`src/rtl/wb_ppfifo_2_mem_ring.sv`:
```
// wb_ppfifo_2_mem_ring: Wishbone-master DMA draining ppfifo blocks into NUM_BUFS round-robin memory buffers
// Ports: descriptor load (i_desc_*), per-buffer finished/clear (o_buf_finished/i_buf_clear),
// flush, status readback (i_stat_sel/o_stat_count), interrupt, Wishbone master (o_mem_*/i_mem_ack)
// and ppfifo read side (i_ppfifo_*/o_ppfifo_*).
module wb_ppfifo_2_mem_ring #(
  parameter int NUM_BUFS = 2,
  parameter int ADDR_WIDTH = 32,
  parameter int FIFO_SIZE_W = 24,
  localparam int IDX_W = NUM_BUFS > 1 ? $clog2(NUM_BUFS) : 1
) (
  input  logic                   clk,
  input  logic                   rst,
  input  logic                   i_enable,
  input  logic                   i_flush,
  input  logic                   i_desc_wr,
  input  logic [IDX_W-1:0]       i_desc_sel,
  input  logic [ADDR_WIDTH-1:0]  i_desc_base,
  input  logic [ADDR_WIDTH-1:0]  i_desc_size,
  input  logic [NUM_BUFS-1:0]    i_buf_clear,
  output logic [NUM_BUFS-1:0]    o_buf_finished,
  output logic [IDX_W-1:0]       o_active_buf,
  input  logic [IDX_W-1:0]       i_stat_sel,
  output logic [ADDR_WIDTH-1:0]  o_stat_count,
  output logic                   o_int,
  output logic                   o_mem_cyc,
  output logic                   o_mem_stb,
  output logic                   o_mem_we,
  output logic [3:0]             o_mem_sel,
  output logic [ADDR_WIDTH-1:0]  o_mem_adr,
  output logic [31:0]            o_mem_dat,
  input  logic                   i_mem_ack,
  input  logic                   i_ppfifo_rdy,
  output logic                   o_ppfifo_act,
  input  logic [FIFO_SIZE_W-1:0] i_ppfifo_size,
  output logic                   o_ppfifo_stb,
  input  logic [31:0]            i_ppfifo_data
);
  localparam logic [IDX_W:0] NB = (IDX_W+1)'(NUM_BUFS);
  localparam logic [IDX_W-1:0] LAST = IDX_W'(NUM_BUFS - 1);
  typedef enum logic [1:0] {IDLE, GET_BLK, WRITE, CHECK} state_t;
  state_t state_q, state_d;
  logic [ADDR_WIDTH-1:0] base_q [NUM_BUFS];
  logic [ADDR_WIDTH-1:0] size_q [NUM_BUFS];
  logic [ADDR_WIDTH-1:0] count_q [NUM_BUFS];
  logic [NUM_BUFS-1:0] ready_q, fin_q, fin_d;
  logic [IDX_W-1:0] active_q, nxt;
  logic act_q, pend_q;
  logic [FIFO_SIZE_W-1:0] blk_size_q, blk_cnt_q;
  logic waiting, flush_ok, close, blk_done, nxt_ready, take_blk, pop, desc_ok, stb;
  assign nxt = active_q == LAST ? '0 : active_q + 1'b1;
  assign waiting = state_q == IDLE || state_q == GET_BLK;
  assign flush_ok = waiting && i_flush && ready_q[active_q] && count_q[active_q] != '0;
  // A flush seen during WRITE is held in pend_q and honoured at CHECK.
  assign close = flush_ok || (state_q == CHECK &&
                 (count_q[active_q] == size_q[active_q] || pend_q || i_flush));
  assign blk_done = blk_cnt_q == blk_size_q;
  // With a single slot the next buffer is the one being closed, so it is never ready.
  assign nxt_ready = ready_q[nxt] && nxt != active_q;
  assign take_blk = state_q == GET_BLK && !flush_ok && i_enable && !act_q && i_ppfifo_rdy;
  assign pop = state_q == WRITE && i_mem_ack;
  assign desc_ok = i_desc_wr && {1'b0, i_desc_sel} < NB &&
                   !(i_desc_sel == active_q && ready_q[active_q]);
  always_comb begin
    state_d = state_q;
    case (state_q)
      IDLE:    state_d = !flush_ok && i_enable && ready_q[active_q] ? GET_BLK : IDLE;
      GET_BLK: state_d = flush_ok || !i_enable ? IDLE : act_q || i_ppfifo_rdy ? WRITE : GET_BLK;
      WRITE:   state_d = i_mem_ack ? CHECK : WRITE;
      default: state_d = !i_enable || (close && !nxt_ready) ? IDLE : blk_done ? GET_BLK : WRITE;
    endcase
  end
  always_comb begin
    fin_d = fin_q & ~i_buf_clear;
    if (desc_ok) fin_d[i_desc_sel] = 1'b0;
    if (close) fin_d[active_q] = 1'b1;
  end
  always_ff @(posedge clk) begin
    if (rst) begin
      state_q <= IDLE;
      ready_q <= '0;
      fin_q <= '0;
      active_q <= '0;
      act_q <= 1'b0;
      pend_q <= 1'b0;
      blk_size_q <= '0;
      blk_cnt_q <= '0;
      for (int i = 0; i < NUM_BUFS; i++) begin
        base_q[i] <= '0;
        size_q[i] <= '0;
        count_q[i] <= '0;
      end
    end else begin
      state_q <= state_d;
      fin_q <= fin_d;
      pend_q <= state_q == WRITE && (pend_q || i_flush);
      if (desc_ok) begin
        base_q[i_desc_sel] <= i_desc_base;
        size_q[i_desc_sel] <= i_desc_size;
        count_q[i_desc_sel] <= '0;
        ready_q[i_desc_sel] <= i_desc_size != '0;
      end
      if (pop) begin
        count_q[active_q] <= count_q[active_q] + 1'b1;
        blk_cnt_q <= blk_cnt_q + 1'b1;
      end
      if (close) begin
        ready_q[active_q] <= 1'b0;
        active_q <= nxt;
      end
      if (take_blk) begin
        act_q <= 1'b1;
        blk_size_q <= i_ppfifo_size;
        blk_cnt_q <= '0;
      end else if (state_q == CHECK && blk_done) act_q <= 1'b0;
    end
  end
  // Bus strobes and the FIFO claim are masked by rst so they fall in the reset cycle itself.
  assign stb = !rst && state_q == WRITE;
  assign o_mem_stb = stb;
  assign o_mem_we = stb;
  assign o_mem_cyc = stb || (!rst && state_q == CHECK && state_d == WRITE);
  assign o_mem_sel = {4{stb}};
  assign o_mem_adr = stb ? base_q[active_q] + count_q[active_q] : '0;
  assign o_mem_dat = stb ? i_ppfifo_data : '0;
  assign o_ppfifo_act = !rst && act_q;
  assign o_ppfifo_stb = !rst && pop;
  assign o_buf_finished = fin_q;
  assign o_active_buf = active_q;
  assign o_int = |fin_q && i_enable;
  assign o_stat_count = {1'b0, i_stat_sel} < NB ? count_q[i_stat_sel] : '0;
endmodule

```
`config.mk`:
```
export PLATFORM = sky130hd
export DESIGN_NAME = wb_ppfifo_2_mem_ring
export DESIGN_NICKNAME = d
export VERILOG_FILES = /design/src/rtl/wb_ppfifo_2_mem_ring.sv
export SDC_FILE = /design/constraint.sdc
export NUM_CORES = 1
export LEC_CHECK = 0
export CORE_MARGIN = 2
export CORE_UTILIZATION = 49
export CTS_CLUSTER_DIAMETER = 30
export DETAILED_ROUTE_END_ITERATION = 10
export PLACE_DENSITY = 0.77
export SETUP_SLACK_MARGIN = 0.15
export SLEW_MARGIN = 20
export SYNTH_ARGS = -nofsm -noshare
export SYNTH_HDL_FRONTEND = slang
export SYNTH_SLANG_ARGS = --single-unit
```
`constraint.sdc`:
```
create_clock -name clk -period 4.4 [get_ports clk]
set_input_delay 0.44 -clock clk [delete_from_list [all_inputs] [get_ports clk]]
set_output_delay 0.44 -clock clk [all_outputs]
set_load 0.01 [all_outputs]
```
### Yosys cells after proc, flatten, opt, wreduce, memory -nomap -nowiden

Memory sizes are Yosys's and may differ from the RTL's. A register that Yosys moved wholly into a read port is not among the register bits.
Cells that the tools add are included.

| word-level totals | value |
|---|---|
| register bits | 57 |
| RAM bits | 192 |
| memories kept | 3 |

| operators by class | value |
|---|---|
| add/subtract/negate cells | 4 |
| magnitude comparators | 5 |
| equality and inequality tests | 8 |
| multiplexer cells | 52 |
| bitwise operators | 7 |
| reduce and logical (&&, ||, !) cells | 50 |

Memories:

| memory | depth | width | read ports | clocked after Yosys merged registers in | write ports | line | text |
|---|---|---|---|---|---|---|---|
| base_q | 2 | 32 | 1 | 1 | 2 | 42 | `logic [ADDR_WIDTH-1:0] base_q [NUM_BUFS];` |
| count_q | 2 | 32 | 2 | 1 | 2 | 44 | `logic [ADDR_WIDTH-1:0] count_q [NUM_BUFS];` |
| size_q | 2 | 32 | 1 | 1 | 2 | 43 | `logic [ADDR_WIDTH-1:0] size_q [NUM_BUFS];` |

Operator list:

| kind | count |
|---|---|
| $mux 32 | 6 |
| $reduce_or 32->1 | 4 |
| $reduce_bool 32->1 | 2 |
| $mux 1 | 33 |
| $add 32x1->32 const B | 1 |
| $add 32x32->32 | 1 |
| $eq 32x32->1 | 1 |
| $logic_and 1x1->1 | 25 |
| $add 24x1->24 const B | 1 |
| $eq 24x24->1 | 1 |
| $mux 2 | 9 |
| $logic_or 1x1->1 | 9 |
| $and 2x2->2 | 3 |
| $eq 2x2->1 const B | 3 |
| $logic_not 1->1 | 6 |
| $lt 1x2->1 const B | 3 |
| $not 2->2 | 3 |
| $pmux 2 s3 | 1 |
| $reduce_or 2->1 | 2 |
| $bwmux 2 | 1 |
| $demux 1 s1 | 2 |
| $eq 2x1->1 const B | 1 |
| $ge 1x1->1 const B | 2 |
| $logic_not 2->1 | 1 |
| other kinds (5) | 5 |

### Logic depth before layout (Yosys ltp)

| depth | value |
|---|---|
| word-level depth | 13 |
| gate-level depth with buffers | 17 |

### Least setup slack after synthesis

Ideal clock, no wire load.

| path | value |
|---|---|
| path type | register -> output |
| start point | register (tool-made name) |
| end point | output port o_mem_adr[31] |
| data arrival time | 4.212 ns |
| data required time | 3.960 ns |
| setup slack | -0.252 ns |
| stages on the path, launching flop included | 18 |
| buffers on the path | 7 |
| cells stage by stage | dfxtp_1 buf_6 buf_8 buf_8 buf_6 buf_2 clkbuf_1 buf_1 mux2_2 ha_1 a21oi_1 o211ai_1 a2111oi_0 nand4_1 a311oi_1 o21ai_0 xnor2_1 nor2_1 |

RTL lines:

| element | line | text |
|---|---|---|
| end, declared | 29 | `output logic [ADDR_WIDTH-1:0] o_mem_adr,` |

==> run summary <==
===============================================================================================
Count of input and output buffers                                                           239
Final-layout fill cell count                                                               2041
Final Hold Vio Count                                                                          0
Largest cells by area after synthesis                                              sky130_fd_sc_hd__edfxtp_1 40%, sky130_fd_sc_hd__dfxtp_1 8.1%, sky130_fd_sc_hd__mux2_2 5.8%
H-tree Lvls                                                                                   2
Final number of setup-violating endpoints                                                     0
Placer Congestion                                                                        0.8785
Remaining DRCs                                                                                0
Reg power frac                                                                            0.337
Post-Route WL                                                                          43680 um
Area of the multi-input gates                                                          7386 um2
Adder-cell share of the synthesized area                                                0.03094
Post-synthesis cell area                                                              14400 um2
Measured slew at the worst slew-check pin                                             0.8606 ns
Most common library cells after synthesis                                          192 x sky130_fd_sc_hd__edfxtp_1, 169 x sky130_fd_sc_hd__nor2_1, 104 x sky130_fd_sc_hd__and2_1
Maximum number of pins on one net before global-route repair                                 66
Arrival time at the worst endpoint                                                      3.86 ns
Post-Synthesis Mean Instance Area                                                     10.66 um2
Combined global-route utilization of all metal layers                                    0.2789
Post-synth top area cell                                                           sky130_fd_sc_hd__edfxtp_1
Initial core utilization                                                                 0.5002
Number of primary I/O pins                                                                  240
Largest family of logic cells by synthesized area                                  simple AND/OR/NAND/NOR gates
Net count reported at finish                                                               1825
Worst min-delay path class                                                         input pin to flop
Num CTS Buffers                                                                              55
Clock network latency to the later pin of the worst-skew pair                           0.58 ns
Cell mode on critical path                                                         sky130_fd_sc_hd__buf_4
Sum of net half-perimeters after detailed placement                                    29640 um
Launch point of the worst hold path                                                i_ppfifo_size[5]
Dominant cell by count in the synthesized netlist                                  sky130_fd_sc_hd__edfxtp_1
Crit path required time                                                                 3.96 ns
Predominant post-synthesis flop cell                                               sky130_fd_sc_hd__edfxtp_1
Critical-path top delay cell                                                       sky130_fd_sc_hd__dfxtp_4
CTS tree                                                                                  built
Net Count, Synth                                                                           1516
Proportion of total power due to net switching                                           0.2628
Proportion of register bits with asynchronous set or reset after synthesis                    0
Headroom to the max-slew limit                                                           0.4263
Final cell utilization of the core                                                       0.6915
Pwr Density                                                                        412.8 nW/um2
Antenna-violating nets left                                                                   0
Core Box Area                                                                         28780 um2
Clock input transition at the sequential cells of the worst setup and hold paths        0.05 ns
Peak per-stage delay on the critical path                                               0.38 ns
Clock sinks                                                                                 250
Internal power consumption                                                           0.006057 W
Critical-path cell list                                                            buf_6 > buf_4 > buf_4 > a21o_4 > ha_4 > a21oi_1 > o211ai_1 > a2111oi_2 > buf_4 > nand4_1 > a311oi_4 > buf_4 > o21ai_1 > xnor2_1 > nor2_1 > buf_2
Worst Setup Path Type                                                              flop to primary output
RSZ-0062 raised after global routing                                                        yes
Global route total overflow                                                                   0
Number of vias per cell                                                                   5.727
Inst Count DP                                                                              1960
Hold-critical path depth                                                                      3
Drt pass-1 iters                                                                              6
Layout overhead on the synthesized area                                                  38.24%
DIE AREA                                                                              30770 um2
Register area share after synthesis                                                      0.4811
Maximum vdd ir drop                                                                   0.3464 mV
Synthesized instance count                                                                 1350
Register-to-Register Setup Slack                                                        1.12 ns
Total power consumption of the routed design                                         0.008216 W
Register bit total from synthesis                                                           250
Outcome                                                                            finished clean
Number of placement rows                                                                     62
Final routed wire length divided by cell count                                         20.92 um
Max Clock Skew                                                                       0.02943 ns
Floorplan die width                                                                    175.4 um
Complex-gate fraction of the synthesized area                                           0.07335
Antenna cell count                                                                            0
Layout Cells excl Fill                                                                     2088
Min-Delay Endpoint                                                                 blk_size_q[5]
Synthesized-area fraction occupied by and/or/nand/nor cells                              0.2005
Number of flops mapped to enable cells by yosys                                             192
Switching power                                                                      0.002159 W
Fraction of power consumed by combinational cells                                         0.155
Count of hold buffers inserted by post-cts repair                                             0
Terminus of the critical flop-to-flop path                                         count_q[0][26]
Fmax                                                                                  232.6 MHz
Clock power frac                                                                          0.508
Leak pwr                                                                               8.367 nW
Period minus WS final                                                                  4.300 ns
Max-capacitance violation count                                                               0
Storage element area                                                                   6930 um2
Wire length of the first global-routing pass                                           66930 um
Chip height                                                                            175.4 um
Startpoint type of the worst setup path                                                    flop
Unique cell type count in the Yosys netlist                                                  77
Final hold slack                                                                      0.4796 ns
Drt first-iter violations                                                                   970
Fraction of the cycle the final worst path needs                                         0.9772
Final Max Tran Viols                                                                          0
Overall via count from detail_route                                                       11960
CP Capture Type                                                                    primary output
Yosys top cell area share                                                                0.4005
Share of cells above drive strength 1                                                    0.1948
Synthesized-area fraction occupied by xor and xnor cells                                0.09004
Max Root-Sink Buffers                                                                         3
Number of global-route vias before repair                                                 12200
FF-to-FF path depth                                                                          12
Critical Path Fanout Max                                                                      6
Multiplexer share of the synthesized area                                               0.08882
Number of antenna violations at the first check in global routing                             0
Warnings from Yosys                                                                           0
Root buffer cell                                                                   sky130_fd_sc_hd__clkbuf_16
===============================================================================================
[per-stage QoR]
step	setup slack, ns	instance area (um2)	setup TNS (ns)
floorplan	0.1365	14420	0
global placement	0.1519	17390	0
detailed placement	0.09143	17390	0
CTS	0.09011	19770	0
global route	-0.005264	19900	-0.005264
finish	0.1003	19900	0
[critical path: cells and delay by family (launching register included)]
kind	cells	cell delay (ns)
flip-flops	1	0.38
AO/OA/AOI/OAI	6	1.30
adder cells (fa/ha/maj)	1	0.18
AND/OR/NAND/NOR	2	0.35
buffers and inverters	6	0.97
XOR/XNOR	1	0.13
[layout make-up]
cell class | count | area share
inverter | 43 | 0.008110
clock inverter | 45 | 0.02603
multi-input combinational | 992 | 0.3711
tap | 384 | 0.02414
clock buffer | 57 | 0.06953
sequential | 250 | 0.3482
timing repair buffer | 317 | 0.1528
[sequential cells by signal (all words and copies together) (netlist names), named ones only]
register and count:
base_q 64, count_q 64, size_q 64, blk_cnt_q 24, blk_size_q 24, o_buf_finished 2
ready_q 2, state_q 2, act_q 1, o_active_buf 1, pend_q 1
[power groups by stage]
stage	clock network, W	registers [W]	logic [W]
after floorplan	0	0.00278	0.000658
after global placement	0	0.00281	0.00110
after detailed placement	0	0.00281	0.00111
after CTS	0.00420	0.00277	0.00122
after global routing	0.00432	0.00278	0.00135
final	0.00418	0.00277	0.00127
[what timing repair did]
action | CTS | global route
gates resized for setup | 83 | 40
pin swaps | 18 | 17
setup buffers | 22 | 4
endpoints found under the setup margin | 23 | 23
[layer usage]
metal  wire length [um]  global-route usage  part of all wire  up-vias
li1                   -                   -                 -     5483
met4               1722              0.1122             0.039        0
met3               3184             0.04632             0.073      119
met2              21880              0.4859              0.50      582
met5                  0                   0                 0        -
met1              16890              0.3447              0.39     5773
[cell usage in the layout, fill, tap and decap left out, types with 22 or more instances in the layout]
cell                              instances
sky130_fd_sc_hd__a21oi_1                 24
sky130_fd_sc_hd__and2_1                 104
sky130_fd_sc_hd__and3_1                  77
sky130_fd_sc_hd__buf_4                   69
sky130_fd_sc_hd__clkbuf_16               55
sky130_fd_sc_hd__clkdlybuf4s50_1        219
sky130_fd_sc_hd__dfxtp_1                 57
sky130_fd_sc_hd__edfxtp_1               192
sky130_fd_sc_hd__inv_1                   36
sky130_fd_sc_hd__mux2_2                  73
sky130_fd_sc_hd__mux2i_1                 34
sky130_fd_sc_hd__nand2_1                 56
sky130_fd_sc_hd__nor2_1                 168
sky130_fd_sc_hd__nor4_1                  31
sky130_fd_sc_hd__o21ai_0                 22
sky130_fd_sc_hd__xnor2_1                 70
sky130_fd_sc_hd__xor2_1                  78
[how the worst max path moves through the flow]
| stage | cells after the start | start | endpoint | slack [ns] |
|---|---|---|---|---|
| after detailed placement | 12 | flop | o_mem_adr[28] | 0.09 |
| final | 16 | flop | o_mem_adr[31] | 0.10 |
| after global placement | 12 | flop | o_mem_adr[28] | 0.15 |
| after global routing | 13 | flop | o_mem_adr[26] | -0.005 |
| after floorplan | 17 | flop | o_mem_adr[31] | 0.14 |
| after CTS | 15 | flop | o_mem_adr[31] | 0.09 |
[cell families after synthesis]
family          Yosys count
buf+inv                 108
xor+xnor                148
flops                   250
mux                     116
simple gates            546
fa+ha+maj                35
compound gates          147
Note: power is estimated with default switching activity, not from simulation.
